===== src/rtl/regfile_sb.sv =====
// regfile_sb: multi-read, single-write register file with a same-cycle
// write-to-read bypass and a per-register pending-write scoreboard.
// Optional build macro REGFILE_PARITY_EN adds an even-parity bit per
// register and a per-read-port par_err output.
module regfile_sb #(
    parameter int DATA_W      = 32,
    parameter int ADDR_W      = 4,
    parameter int NUM_REGS    = 15,
    parameter int NUM_RD      = 2,
    parameter int PEND_W      = 2,
    parameter int RESET_INDEX = 1,
    parameter int ZERO_R0     = 1
) (
    input  logic                     clk,
    input  logic                     rst,
    input  logic [NUM_RD*ADDR_W-1:0] rd_addr,
    output logic [NUM_RD*DATA_W-1:0] rd_data,
    output logic [NUM_RD-1:0]        rd_busy,
    input  logic                     wr_en,
    input  logic [ADDR_W-1:0]        wr_addr,
    input  logic [DATA_W-1:0]        wr_data,
    input  logic                     iss_en,
    input  logic [ADDR_W-1:0]        iss_addr,
    output logic                     iss_stall,
    input  logic                     flush,
    output logic                     pend_any
`ifdef REGFILE_PARITY_EN
    ,
    output logic [NUM_RD-1:0]        par_err
`endif
);

    logic [DATA_W-1:0] regs [NUM_REGS];
    logic [PEND_W-1:0] pend [NUM_REGS];
    logic [NUM_REGS-1:0] inc_vec;
    logic [NUM_REGS-1:0] dec_vec;
    logic wr_ok;
    logic iss_ok;

    // Index exists and is not the hard-wired zero register.
    function automatic logic writable(input logic [ADDR_W-1:0] a);
        return (int'(a) < NUM_REGS) && !((ZERO_R0 != 0) && (a == '0));
    endfunction

    assign wr_ok  = wr_en && writable(wr_addr);
    assign iss_ok = iss_en && writable(iss_addr);

    // Issue stall: target counter saturated and not retiring this cycle.
    always_comb begin
        iss_stall = 1'b0;
        if (iss_ok && (pend[iss_addr] == '1) && !(wr_ok && (wr_addr == iss_addr)))
            iss_stall = 1'b1;
    end

    // Per-register increment/decrement requests and the pending summary.
    always_comb begin
        inc_vec  = '0;
        dec_vec  = '0;
        pend_any = 1'b0;
        for (int unsigned i = 0; i < NUM_REGS; i++) begin
            dec_vec[i] = wr_ok && (wr_addr == ADDR_W'(i)) && (pend[i] != '0);
            inc_vec[i] = iss_ok && !iss_stall && (iss_addr == ADDR_W'(i));
            if (pend[i] != '0)
                pend_any = 1'b1;
        end
    end

    // Register storage: async reset to index or zero, then writeback.
    always_ff @(posedge clk or posedge rst) begin
        if (rst) begin
            for (int unsigned i = 0; i < NUM_REGS; i++)
                regs[i] <= (RESET_INDEX != 0) ? DATA_W'(i) : '0;
        end else if (wr_ok) begin
            regs[wr_addr] <= wr_data;
        end
    end

    // Pending counters: flush wins; a simultaneous inc and dec cancel.
    always_ff @(posedge clk or posedge rst) begin
        if (rst) begin
            for (int unsigned i = 0; i < NUM_REGS; i++)
                pend[i] <= '0;
        end else if (flush) begin
            for (int unsigned i = 0; i < NUM_REGS; i++)
                pend[i] <= '0;
        end else begin
            for (int unsigned i = 0; i < NUM_REGS; i++) begin
                if (inc_vec[i] && !dec_vec[i])
                    pend[i] <= pend[i] + PEND_W'(1);
                else if (dec_vec[i] && !inc_vec[i])
                    pend[i] <= pend[i] - PEND_W'(1);
            end
        end
    end

`ifdef REGFILE_PARITY_EN
    logic par [NUM_REGS];

    // Parity bit per register, kept in step with the data storage.
    always_ff @(posedge clk or posedge rst) begin
        if (rst) begin
            for (int unsigned i = 0; i < NUM_REGS; i++)
                par[i] <= (RESET_INDEX != 0) ? ^(DATA_W'(i)) : 1'b0;
        end else if (wr_ok) begin
            par[wr_addr] <= ^wr_data;
        end
    end
`endif

    // Read ports: zero for r0/illegal, bypass on matching write, else storage.
    always_comb begin
        logic [ADDR_W-1:0] a;
        logic              byp;
        rd_data = '0;
        rd_busy = '0;
`ifdef REGFILE_PARITY_EN
        par_err = '0;
`endif
        for (int unsigned k = 0; k < NUM_RD; k++) begin
            a   = rd_addr[k*ADDR_W +: ADDR_W];
            byp = wr_ok && (wr_addr == a);
            if (writable(a)) begin
                rd_data[k*DATA_W +: DATA_W] = byp ? wr_data : regs[a];
                rd_busy[k] = (pend[a] - PEND_W'(dec_vec[a])) != '0;
`ifdef REGFILE_PARITY_EN
                par_err[k] = !byp && ((^regs[a]) != par[a]);
`endif
            end
        end
    end

endmodule


===== config.mk =====
export PLATFORM = sky130hd
export DESIGN_NAME = regfile_sb
export DESIGN_NICKNAME = d
export VERILOG_FILES = /design/src/rtl/regfile_sb.sv
export SDC_FILE = /design/constraint.sdc
export NUM_CORES = 1
export LEC_CHECK = 0
export ABC_AREA = 1
export ABC_CLOCK_PERIOD_IN_PS = 23200
export CAP_MARGIN = 15
export CORE_MARGIN = 2
export CORE_UTILIZATION = 55
export DETAILED_ROUTE_END_ITERATION = 12
export PLACE_DENSITY = 0.73
export SLEW_MARGIN = 20
export SYNTH_ARGS = -nofsm -noshare
export SYNTH_HDL_FRONTEND = slang
export SYNTH_SLANG_ARGS = --single-unit

===== constraint.sdc =====
create_clock -name clk -period 23.2 [get_ports clk]
set_input_delay 6.96 -clock clk [delete_from_list [all_inputs] [get_ports clk]]
set_output_delay 6.96 -clock clk [all_outputs]
set_load 0.03 [all_outputs]

# Word level (Yosys, flattened, before mapping)
# Cells that the tools add are included.
[op_classes] n_addsub=32 n_lt_le_gt_ge=11 n_eq_ne=32 muxes=75 bitwise_logic=4 n_reduce_logical=160
[ops] operator="$bwmux 480" n=1
[ops] operator="$mux 32" n=9
[ops] operator="$bmux 32 s4" n=2
[ops] operator="$demux 32 s4" n=1
[ops] operator="$logic_and 1x1->1" n=88
[ops] operator="$mux 2" n=36
[ops] operator="$eq 4x4->1 const B" n=14
[ops] operator="$reduce_bool 3->1" n=15
[ops] operator="$logic_not 1->1" n=36
[ops] operator="$reduce_bool 2->1" n=17
[ops] operator="$eq 4x3->1 const B" n=8
[ops] operator="$add 2x1->2 const B" n=15
[ops] operator="$mux 30" n=1
[ops] operator="$sub 2x1->2 const B" n=15
[ops] operator="$bmux 2 s4" n=3
[ops] operator="$ge 5x5->1 const B" n=4
[ops] operator="$mux 1" n=20
[ops] operator="$not 4->5" n=4
[ops] operator="$eq 4x2->1 const B" n=4
[ops] operator="$logic_not 4->1" n=4
[ops] operator="$lt 4x4->1 const B" n=4
[ops] operator="$eq 4x4->1" n=3
[ops] operator="$lt 4x5->1 const B" n=2
[ops] operator="$bmux 1 s4" n=2
[ops] operator="other kinds (4)" n=6
[totals] ff_bits=510 input_bits=53 out_inout_bits=68 wordCells=344

# Logic depth before layout (Yosys ltp)
[depth] ltp_word=16 depth_mapped=19 ltp_nobuf=15

# Least setup slack after synthesis
# OpenSTA, ideal clock, no wires.
[synth_timing] kind="in2out" start="input port wr_addr[2]" end="output port rd_data[24]" t_arrival_ns=8.886 required_ns=16.240 slack_ns=7.354 path_stages=11 n_path_buf=2 cell_sequence="buf_2 -> nand2_1 -> inv_2 -> a21oi_1 -> nand2_1 -> inv_1 -> nand2_1 -> clkinv_1 -> clkbuf_1 -> a31oi_1 -> a221oi_1"
[synth_via] elab_chain_cells=7 elab_cells_between_ends=9 cone_classes="order compare (1); eq/ne (1); mux (2); reduce/logical (5)"
[synth_lines] element="start, declared" line_no="20" source="input logic [ADDR_W-1:0] wr_addr,"
[synth_lines] element="branches (longest 4 deep; another with $lt 4x4->1)"
[synth_lines] element="$logic_and 1x1->1 *" line_no="121" source="byp = wr_ok && (wr_addr == a);"
[synth_lines] element="$mux 32 *" line_no="123" source="rd_data[k*DATA_W +: DATA_W] = byp ? wr_data : regs[a];"
[synth_lines] element="$mux 32 *" line_no="122" source="if (writable(a)) begin"
[synth_lines] element="end, declared" line_no="17" source="output logic [NUM_RD*DATA_W-1:0] rd_data,"
# Every way passes the cells marked *.

# Final worst setup path
[layout_timing] start="input port rd_addr[2]" end="output port rd_data[8]"
[layout_via] elab_chain_cells=6 elab_cells_between_ends=12 cone_classes="order compare (1); eq/ne (1); mux (5); bitwise (1); reduce/logical (4)"
[layout_lines] element="start, declared" line_no="16" source="input logic [NUM_RD*ADDR_W-1:0] rd_addr,"
[layout_lines] element="$not 4->5 (not written as such)" line_no="123"
[layout_lines] element="$bmux 32 s4" line_no="123"
[layout_lines] element="$mux 32 (not written as such) (2 in series)" line_no="123"
[layout_lines] element="$mux 32" line_no="123"
[layout_lines] element="$mux 32 *" line_no="122"
# Every way passes the cells marked *; elsewhere a longest branch is shown, timed or not. The select of a mux whose other input is x is not followed.

==> results.toml <==
[global_route]
grt_max_degree = 163
grt_pass1_vias = 28000
grt.total_usage_pct = 40.5
grt.overflow.total = 0
grt_pass1_wl_um = 173000
antenna_found_initial = 3

[yosys]
synth-main-ff-cell = "dfrtp_1"
synth_top_family_by_area = "compound AO/OA/AOI/OAI gates"
synth_common_cells = "nand2_1 (843), o21ai_0 (681), dfrtp_1 (482)"
synth_cells = 3985
synth_xor_area_share_pct = 0.419
syn_nets = 4038
ys.warnings.count = 0
ys_seq_elements = 510
ys_types = 41
synth_area_leaders = "dfrtp_1 (41%), o21ai_0 (12%), nand2_1 (11%), inv_1 (4.4%), nor2_1 (4.0%)"
yosysTopAreaCell = "dfrtp_1"
synth_edf_count = 0
async_reset_ff_share_pct = 100
synth_compound_area_share_pct = 26.1
syn_area_um2 = 29300
synth_most_common_cell = "nand2_1"
synthSimpleGateAreaFrac_pct = 19.9
synthMuxAreaShare_pct = 0
yosysSeqAreaShare_pct = 43.7
netlist.area_leader.share_pct = 41.2
synthAdderAreaFrac_pct = 0
avgSynthCellArea_um2 = 7.34

[critical_path]
cp_slowest_cell = "a221oi_1"
worst-path-buf-inv = 6
cp-start-kind = "primary input"
cpPeakStageDelay_ps = 950
reg2reg_from = "pend[15]"
cp_data_required_time_ps = 16240
crit_end = "rd_data[8]"
cp_top_family = "buffers and inverters"
r2r_end = "pend[14]"
critical_path.endpoint_type = "output port"
worstSetupPathDepth = 11
critical_path.startpoint = "rd_addr[2]"
cp_common_cell = "buf_4"
r2r_cells = 13
path_max_fanout = 60
path_cells = "buf_4 -> inv_2 -> buf_4 -> nand2_1 -> nand4_1 -> nor3_1 -> nand2_2 -> buf_4 -> clkinv_1 -> a221oi_1 -> clkdlybuf4s50_1"
critPathArrivalTime_ps = 11590
critical_path_class = "primary input to output port"
ff2ff_setup_slack_ps = 20540

[routing]
drc_errors = 0
routed_wl_um = 113000
vias_per_cell = 6.53
ant_nets = 0
dr_total_vias = 29900
dr.pass1.iters = 7
wire_per_inst_um = 24.8
drt-initial-drc-count = 5045

[pwr]
vdd_drop_max_uv = 63.0
pwr_density_cell_nw_per_um2 = 85.8
p_leak_nw = 14.1

[sta]
hold_viol = 0
worstMarginPinSlew_ps = 1060
rsz0062_at_grt = "no"
fin_setup_tns_ps = 0
post-route-period-util_pct = 80.0
setup_violations = 0
fin_skew_ps = 5.72
relSlewSlack_pct = 29.6
slew_viol_final = 0
max_freq_ghz = 0.0539
finalCriticalPeriod_ps = 18550

[clock_network]
cts_hold_buf = 0
post_cts.repair.setup_buffers = 0
numCtsBuffers = 55
cts_buffer_depth = 3
cts_max_level = 2
clock_latency_ps = 620
clock-sinks = 510
cts.clk_slew.worst_paths_ps = 60
root_buffer = "clkbuf_16"
cts-resized-gates = 0
cts_tree = "yes"

[layout]
nets = 3899
final_core_util_pct = 61.3
syn_to_final_growth_pct = 10.0
layout-drive-gt1-share_pct = 6.35

[floorplanning]
die_w_um = 235
design.core.area_um2 = 52600
boundaryPins = 121
rows = 84
die_y_um = 235
initial_core_util_pct = 55.7
fp.dieArea_um2 = 55100

[min_path]
hold_depth = 0
hold_class = "flop to flop"

[run_status]
status = "finished clean"

[place]
place_congestion = 0.949
hpwl_um = 62700
port_buffers = 120

[job]
max-cap-violations = 0
worst min path at each step:
| stage | start | end | slack [ps] |
|---|---|---|---|
| global placement | regs[463] | regs[463] | 360 |
| floorplan | regs[448] | regs[448] | 430 |
| detailed placement | regs[470] | regs[470] | 370 |
| global route | regs[474] | regs[474] | 390 |
| finish | regs[475] | regs[475] | 380 |
| CTS | regs[475] | regs[475] | 380 |
state kept, by name, indices dropped and copies added, names as in the netlist:
signal	cells
regs	480
pend	30
layout by cell type, fill, tap and decap left out, drive strengths merged, types with 3 or more instances in the layout:
cell type        n
a221oi          19
o211ai          56
bufinv           3
o21ai          699
buf             61
a31oi           52
clkdlybuf4s50  112
o31ai           16
dfrtp          482
nor3             8
nand4           52
clkbuf          89
a211oi          26
o221ai          60
nor2           318
clkinv          12
o2111ai         33
xor2            13
a22oi           46
inv            364
a21oi          196
nand2          845
o22ai          117
dfstp           28
nand3          174
layout make-up:
| class | instances | area (um2) |
|---|---|---|
| Fill cell | 4809 | 20400 |
| Multi-Input combinational cell | 2738 | 13700 |
| Sequential cell | 510 | 12800 |
| Clock buffer | 89 | 1700 |
| Timing Repair Buffer | 173 | 1600 |
| Inverter | 368 | 1400 |
| Tap cell | 688 | 861 |
| Clock inverter | 11 | 138 |
| Antenna cell | 2 | 5.00 |
power breakdown:
part | internal (mW) | switching [mW]
registers | 1.08 | 0.134
logic | 0.218 | 0.416
clock network | 0.532 | 0.386
total | 1.83 | 0.935
layer usage:
metal / up-vias / part of all wire (%) / global-route usage, % / wire (um)
li1: 13200 / - / - / -
met1: 13900 / 37 / 55.2 / 42400
met2: 2344 / 43 / 60.8 / 48500
met3: 465 / 14 / 8.99 / 16000
met4: 2 / 5.8 / 20.6 / 6530
met5: - / 0.011 / 0 / 13
metrics by stage:
stage	hold WS (ps)	instances	setup WS [ps]	total power, mW	instance area, um2
after floorplan	429	3985	2040	1.61	29300
after global placement	365	4477	4950	1.82	30300
after detailed placement	366	4477	4950	1.83	30300
after CTS	379	4577	4940	2.74	32200
after global routing	386	4579	4700	2.88	32200
final	378	4579	4650	2.76	32200
kinds of logic (layout without fill, tap and decap cells):
family / after synthesis / after routing
AND/OR/NAND/NOR: 1400 / 1400
buffers and inverters: 737 / 641
flip-flops: 510 / 510
XOR/XNOR: 14 / 14
other: 0 / 2
AO/OA/AOI/OAI: 1324 / 1324
No activity file was read; power rests on OpenSTA's default activity.
